[src/rtl/irs_stats_sequencer.sv]
// Window controller for IRS daughter statistics: accumulates deadtime flags and
// occupancy per lane over 2^WINDOW_BITS enabled cycles and latches scaled results.
module irs_stats_sequencer #(
   parameter int NUM_DAUGHTERS = 4,
   parameter int WINDOW_BITS   = 16
) (
   input  logic        clk_i,
   input  logic        rst_i,
   input  logic        enable_i,
   input  logic        restart_i,
   input  logic [3:0]  dead_i,
   input  logic [31:0] occupancy_i,
   output logic [31:0] deadtime_o,
   output logic [31:0] occupancy_o,
   output logic [31:0] max_occupancy_o,
   output logic        update_o
);

   typedef enum logic {
      ST_ACCUM = 1'b0,
      ST_HOLD  = 1'b1
   } state_t;

   localparam logic [WINDOW_BITS-1:0] WCNT_ONE  = 1;
   localparam logic [WINDOW_BITS-1:0] WCNT_LAST = '1;

   state_t                 state;
   logic [WINDOW_BITS-1:0] wcnt_q, wcnt_d;
   logic                   update_q, update_d;
   logic                   advance;
   logic                   terminal;

   // HOLD follows enable_i with no registered latency, so the state is decoded
   // combinationally each cycle instead of being stored.
   always_comb begin
      state = enable_i ? ST_ACCUM : ST_HOLD;
   end

   always_comb begin
      advance  = (state == ST_ACCUM) && !restart_i;
      terminal = advance && (wcnt_q == WCNT_LAST);
      wcnt_d   = wcnt_q;
      update_d = 1'b0;
      if (restart_i) begin
         wcnt_d = '0;
      end else if (advance) begin
         wcnt_d   = terminal ? '0 : (wcnt_q + WCNT_ONE);
         update_d = terminal;
      end
   end

   always_ff @(posedge clk_i or posedge rst_i) begin
      if (rst_i) begin
         wcnt_q   <= '0;
         update_q <= 1'b0;
      end else begin
         wcnt_q   <= wcnt_d;
         update_q <= update_d;
      end
   end

   assign update_o = update_q;

   for (genvar d = 0; d < 4; d++) begin : g_lane
      if (d < NUM_DAUGHTERS) begin : g_on
         logic [WINDOW_BITS:0]   dcnt_q, dcnt_d, dcnt_sum;
         logic [WINDOW_BITS+7:0] oacc_q, oacc_d, oacc_sum;
         logic [7:0]             omax_q, omax_d, omax_new;
         logic [7:0]             occ;
         logic [8:0]             dslice;
         logic [7:0]             dead_out_q, dead_out_d;
         logic [7:0]             occ_out_q, occ_out_d;
         logic [7:0]             max_out_q, max_out_d;

         always_comb begin
            occ      = occupancy_i[8*d +: 8];
            dcnt_sum = dcnt_q + {{WINDOW_BITS{1'b0}}, dead_i[d]};
            oacc_sum = oacc_q + {{WINDOW_BITS{1'b0}}, occ};
            omax_new = (occ > omax_q) ? occ : omax_q;
            // A fully dead window counts to exactly 2^WINDOW_BITS, which lands in bit 8.
            dslice   = dcnt_sum[WINDOW_BITS -: 9];

            dcnt_d     = dcnt_q;
            oacc_d     = oacc_q;
            omax_d     = omax_q;
            dead_out_d = dead_out_q;
            occ_out_d  = occ_out_q;
            max_out_d  = max_out_q;
            if (restart_i) begin
               dcnt_d = '0;
               oacc_d = '0;
               omax_d = '0;
            end else if (terminal) begin
               dead_out_d = dslice[8] ? 8'hFF : dslice[7:0];
               occ_out_d  = oacc_sum[WINDOW_BITS +: 8];
               max_out_d  = omax_new;
               dcnt_d     = '0;
               oacc_d     = '0;
               omax_d     = '0;
            end else if (advance) begin
               dcnt_d = dcnt_sum;
               oacc_d = oacc_sum;
               omax_d = omax_new;
            end
         end

         always_ff @(posedge clk_i or posedge rst_i) begin
            if (rst_i) begin
               dcnt_q     <= '0;
               oacc_q     <= '0;
               omax_q     <= '0;
               dead_out_q <= '0;
               occ_out_q  <= '0;
               max_out_q  <= '0;
            end else begin
               dcnt_q     <= dcnt_d;
               oacc_q     <= oacc_d;
               omax_q     <= omax_d;
               dead_out_q <= dead_out_d;
               occ_out_q  <= occ_out_d;
               max_out_q  <= max_out_d;
            end
         end

         assign deadtime_o[8*d +: 8]      = dead_out_q;
         assign occupancy_o[8*d +: 8]     = occ_out_q;
         assign max_occupancy_o[8*d +: 8] = max_out_q;
      end else begin : g_off
         logic lane_unused;
         assign lane_unused = ^{dead_i[d], occupancy_i[8*d +: 8]};

         assign deadtime_o[8*d +: 8]      = 8'h00;
         assign occupancy_o[8*d +: 8]     = 8'h00;
         assign max_occupancy_o[8*d +: 8] = 8'h00;
      end
   end

endmodule
[config.mk]
export PLATFORM = sky130hd
export DESIGN_NAME = irs_stats_sequencer
export DESIGN_NICKNAME = d
export VERILOG_FILES = /design/src/rtl/irs_stats_sequencer.sv
export SDC_FILE = /design/constraint.sdc
export NUM_CORES = 1
export LEC_CHECK = 0
export ABC_AREA = 1
export CAP_MARGIN = 25
export CORE_ASPECT_RATIO = 0.5
export CORE_MARGIN = 1
export CORE_UTILIZATION = 30
export DETAILED_ROUTE_END_ITERATION = 8
export GPL_ROUTABILITY_DRIVEN = 0
export GPL_TIMING_DRIVEN = 0
export PLACE_DENSITY_LB_ADDON = 0.3
export SLEW_MARGIN = 5
export SYNTH_ARGS = -nofsm -noshare
export SYNTH_HDL_FRONTEND = slang
export SYNTH_SLANG_ARGS = --single-unit
[constraint.sdc]
create_clock -name clk_i -period 10.8 [get_ports clk_i]
set_clock_uncertainty 0.05 [all_clocks]
set_input_delay 1.08 -clock clk_i [delete_from_list [all_inputs] [get_ports clk_i]]
set_output_delay 1.08 -clock clk_i [all_outputs]
set_load 0.1 [all_outputs]
==> impl_metrics.yaml <==
worst_setup_path:
  path_cells: "clkdlybuf4s50_1 > nor2_1 > buf_2 > buf_1 > buf_8 > nand2_1 > nand2_1"
  rr_startpoint: "wcnt_q[7]$_DFFE_PP0P_"
  slowest_delay_ns: 0.85
  crit_fanout: 10
  end_kind: "flop"
  cp_slowest_cell: "nor2_1"
  crit_start: "restart_i"
  critPathTopFamily: "buffers and inverters"
  cp.buffers_inverters: 4
  critPathKind: "input port to flop"
  start_kind: "input port"
  worstPathRequired_ns: 11.20
  cp.arrival_ns: 3.68
  crit_top_cell: "nand2_1"
sta:
  relSlewSlack_pct: 26.2
  rsz0062_at_grt: "no"
  fin_crit_sh_pct: 30.4
  period_needed_ns: 3.28
  tns_ns: 0
  tightest_slew_ns: 1.10
  holdWs_ns: 0.426
  hold_viol: 0
  setup-violations-final: 0
  max_freq_ghz: 0.305
  slew_violations: 0
final_layout:
  syn2layout_area_growth_pct: 19.9
  finalInstanceArea_um2: 22000
  drive_above_1_share_pct: 3.76
  fin_nets: 2886
  fin_cells: 3603
  antenna_cells: 0
global_routing:
  grt_first_pass_wirelength_mm: 87.8
  grt_pass1_vias: 16200
  grt_overflow: 0
  antenna_found_initial: 0
  grt_use_total_pct: 17.8
  grt_max_degree: 107
synth:
  netlist.area_leader.share_pct: 42.2
  yosys-top-cells-count: "1076 x nand2_1, 309 x dfrtp_1, 279 x inv_1"
  synth-seq-cells: 309
  ys_top_cells_by_area: "dfrtp_1 42%, nand2_1 22%, nand3_1 6.9%, inv_1 5.7%, ha_1 5.0%"
  synthCells: 2592
  yosysMostFrequentCell: "nand2_1"
  synth_area_leader_cell: "dfrtp_1"
  syn-num-nets: 2709
  netlist-cell-type-count: 35
  synth_warnings: 0
  yosysSeqAreaShare_pct: 42.2
  syn_avg_cell_area_um2: 7.07
  synth_edf_count: 0
  ys.flop_type: "dfrtp_1"
  synthArstFlopShare_pct: 100
  synth_area_um2: 18300
pwr:
  peakVddDrop_v: 0.0000851
  cellPowerDensity_nw_per_um2: 129
  p_leak_nw: 11.0
clock_tree:
  hold_buffers: 0
  clk_pin_slew_ns: 0.06
  htreeDepth: 2
  post_cts_buffers: 0
  cts-resized-gates: 0
  cts-buffers-inserted: 34
  root_buffer: "clkbuf_16"
  clockBufferDepth: 3
  cts_tree: "yes"
  clock_latency_ns: 0.53
  cts.sinks: 309
place:
  port_buffers: 136
  place_hpwl_mm: 40.7
  dpl_cell_area_um2: 20800
  placedCellCount: 3544
flow_run:
  max_cap_viol_count: 0
route:
  routedWlPerCell_um: 15.2
  vias: 16900
  initialDrtViolationCount: 1330
  postRouteAntennaNets: 0
  firstDrtPassIters: 5
  drc_errors: 0
  viasPerCell: 4.70
  finalWirelength_mm: 54.7
die:
  coreArea_um2: 59800
  num_rows: 63
  initial_core_util_pct: 30.6
  die_area_um2: 62100
  ioPinCount: 137
  die-height_um: 177
  die_w_um: 352
worst_hold_path:
  hold_start: "g_lane[0].g_on.occ_out_q[4]$_DFFE_PP0P_"
  hold_class: "flop to flop"
run_status:
  outcome: "finished, final reports clean"
-- sequential cells by signal (all words and copies together), names as in the netlist --
name / cells
g_lane.g_on.oacc_q: 96
g_lane.g_on.dcnt_q: 68
g_lane.g_on.dead_out_q: 32
g_lane.g_on.max_out_q: 32
g_lane.g_on.occ_out_q: 32
g_lane.g_on.omax_q: 32
wcnt_q: 16
update_o: 1
-- final cells by class --
type / count / area, um2
flip-flops and latches: 309 / 7730
multi-input cells: 1937 / 9230
clock buffers: 45 / 976
fillers: 6277 / 37900
repair buffers: 141 / 1470
plain buffers: 65 / 309
inverters: 281 / 1060
clock inverters: 13 / 165
well taps: 812 / 1020
-- layout by cell type, fill, tap and decap left out, types with 4 or more instances in the layout --
| cell | netlist | final |
|---|---|---|
| inv_1 | 279 | 278 |
| clkinv_2 | 1 | 10 |
| dfrtp_1 | 309 | 309 |
| xnor2_1 | 28 | 28 |
| bufinv_16 | 0 | 4 |
| nor2_1 | 175 | 175 |
| nand2_1 | 1076 | 1076 |
| buf_1 | 5 | 5 |
| nand3_1 | 253 | 253 |
| nand4_1 | 26 | 26 |
| nor3_1 | 30 | 30 |
| or2_2 | 5 | 5 |
| clkbuf_16 | 0 | 37 |
| o21ai_1 | 7 | 7 |
| and2_1 | 5 | 5 |
| nand3b_1 | 13 | 13 |
| xor2_1 | 55 | 55 |
| buf_2 | 30 | 30 |
| a21oi_1 | 33 | 33 |
| clkbuf_1 | 25 | 31 |
| o22ai_1 | 50 | 50 |
| o21ai_0 | 86 | 86 |
| ha_1 | 73 | 73 |
| fa_1 | 4 | 4 |
| clkdlybuf4s50_1 | 0 | 136 |
| o21a_1 | 4 | 4 |
-- where the power goes --
| part | switching, mW | total (mW) | internal (mW) |
|---|---|---|---|
| logic | 0.262 | 0.394 | 0.131 |
| clock network | 0.495 | 1.23 | 0.731 |
| registers | 0.0248 | 1.22 | 1.19 |
-- routing by layer --
layer | global-route usage [%] | part of all wire, % | up-vias
li1 | - | - | 8567
met1 | 24.4 | 47 | 7986
met2 | 29.4 | 46 | 317
met3 | 2.37 | 4.4 | 71
met4 | 4.91 | 2.4 | 0
met5 | 0 | 0 | -
-- metrics by stage --
step           total power, mW  utilization (%)  worst slack [ns]
2_1_floorplan             1.51                -              1.13
3_3_place_gp              1.62             34.6             -3.61
3_5_place_dp              1.63             34.8              6.77
4_1_cts                   2.87             36.7              7.31
5_1_grt                   2.97             36.7              7.47
6_report                  2.84             36.7              7.52
-- worst register-to-register path, cell delays in order (launching register included) --
cell and delay (ns):
dfrtp_1 0.40, nand2_1 0.09, nor2_1 0.19, nand4_2 0.17, nor2_2 0.16, nand2_2 0.21
clkinv_2 0.24, buf_2 0.44, nand3_1 0.20, nand2_1 0.09
-- worst paths after layout --
| path | to | slack [ns] | cells past startpoint |
|---|---|---|---|
| max in group asynchronous | g_lane[1].g_on.occ_out_q[2]$_DFFE_PP0P_ | 8.64 | 4 |
| min | g_lane[0].g_on.occ_out_q[4]$_DFFE_PP0P_ | 0.43 | 2 |
| min in group asynchronous | g_lane[3].g_on.max_out_q[5]$_DFFE_PP0P_ | 0.95 | 2 |
| max | g_lane[2].g_on.oacc_q[23]$_DFFE_PP0P_ | 7.52 | 7 |
| min reg2reg | g_lane[0].g_on.occ_out_q[4]$_DFFE_PP0P_ | 0.43 | 2 |
| max reg2reg | g_lane[1].g_on.max_out_q[1]$_DFFE_PP0P_ | 8.51 | 9 |
-- cells by family (layout without fill, tap and decap cells) --
logic type | count (synthesis) | after routing | share of synthesized area, %
flip-flops | 309 | 309 | 42.2
AND/OR/NAND/NOR | 1590 | 1590 | 35.4
XOR/XNOR | 83 | 83 | 3.97
buffers and inverters | 346 | 545 | 7.45
AO/OA/AOI/OAI | 187 | 187 | 5.60
adder cells (fa/ha/maj) | 77 | 77 | 5.42
(Power assumes the default switching activity.)
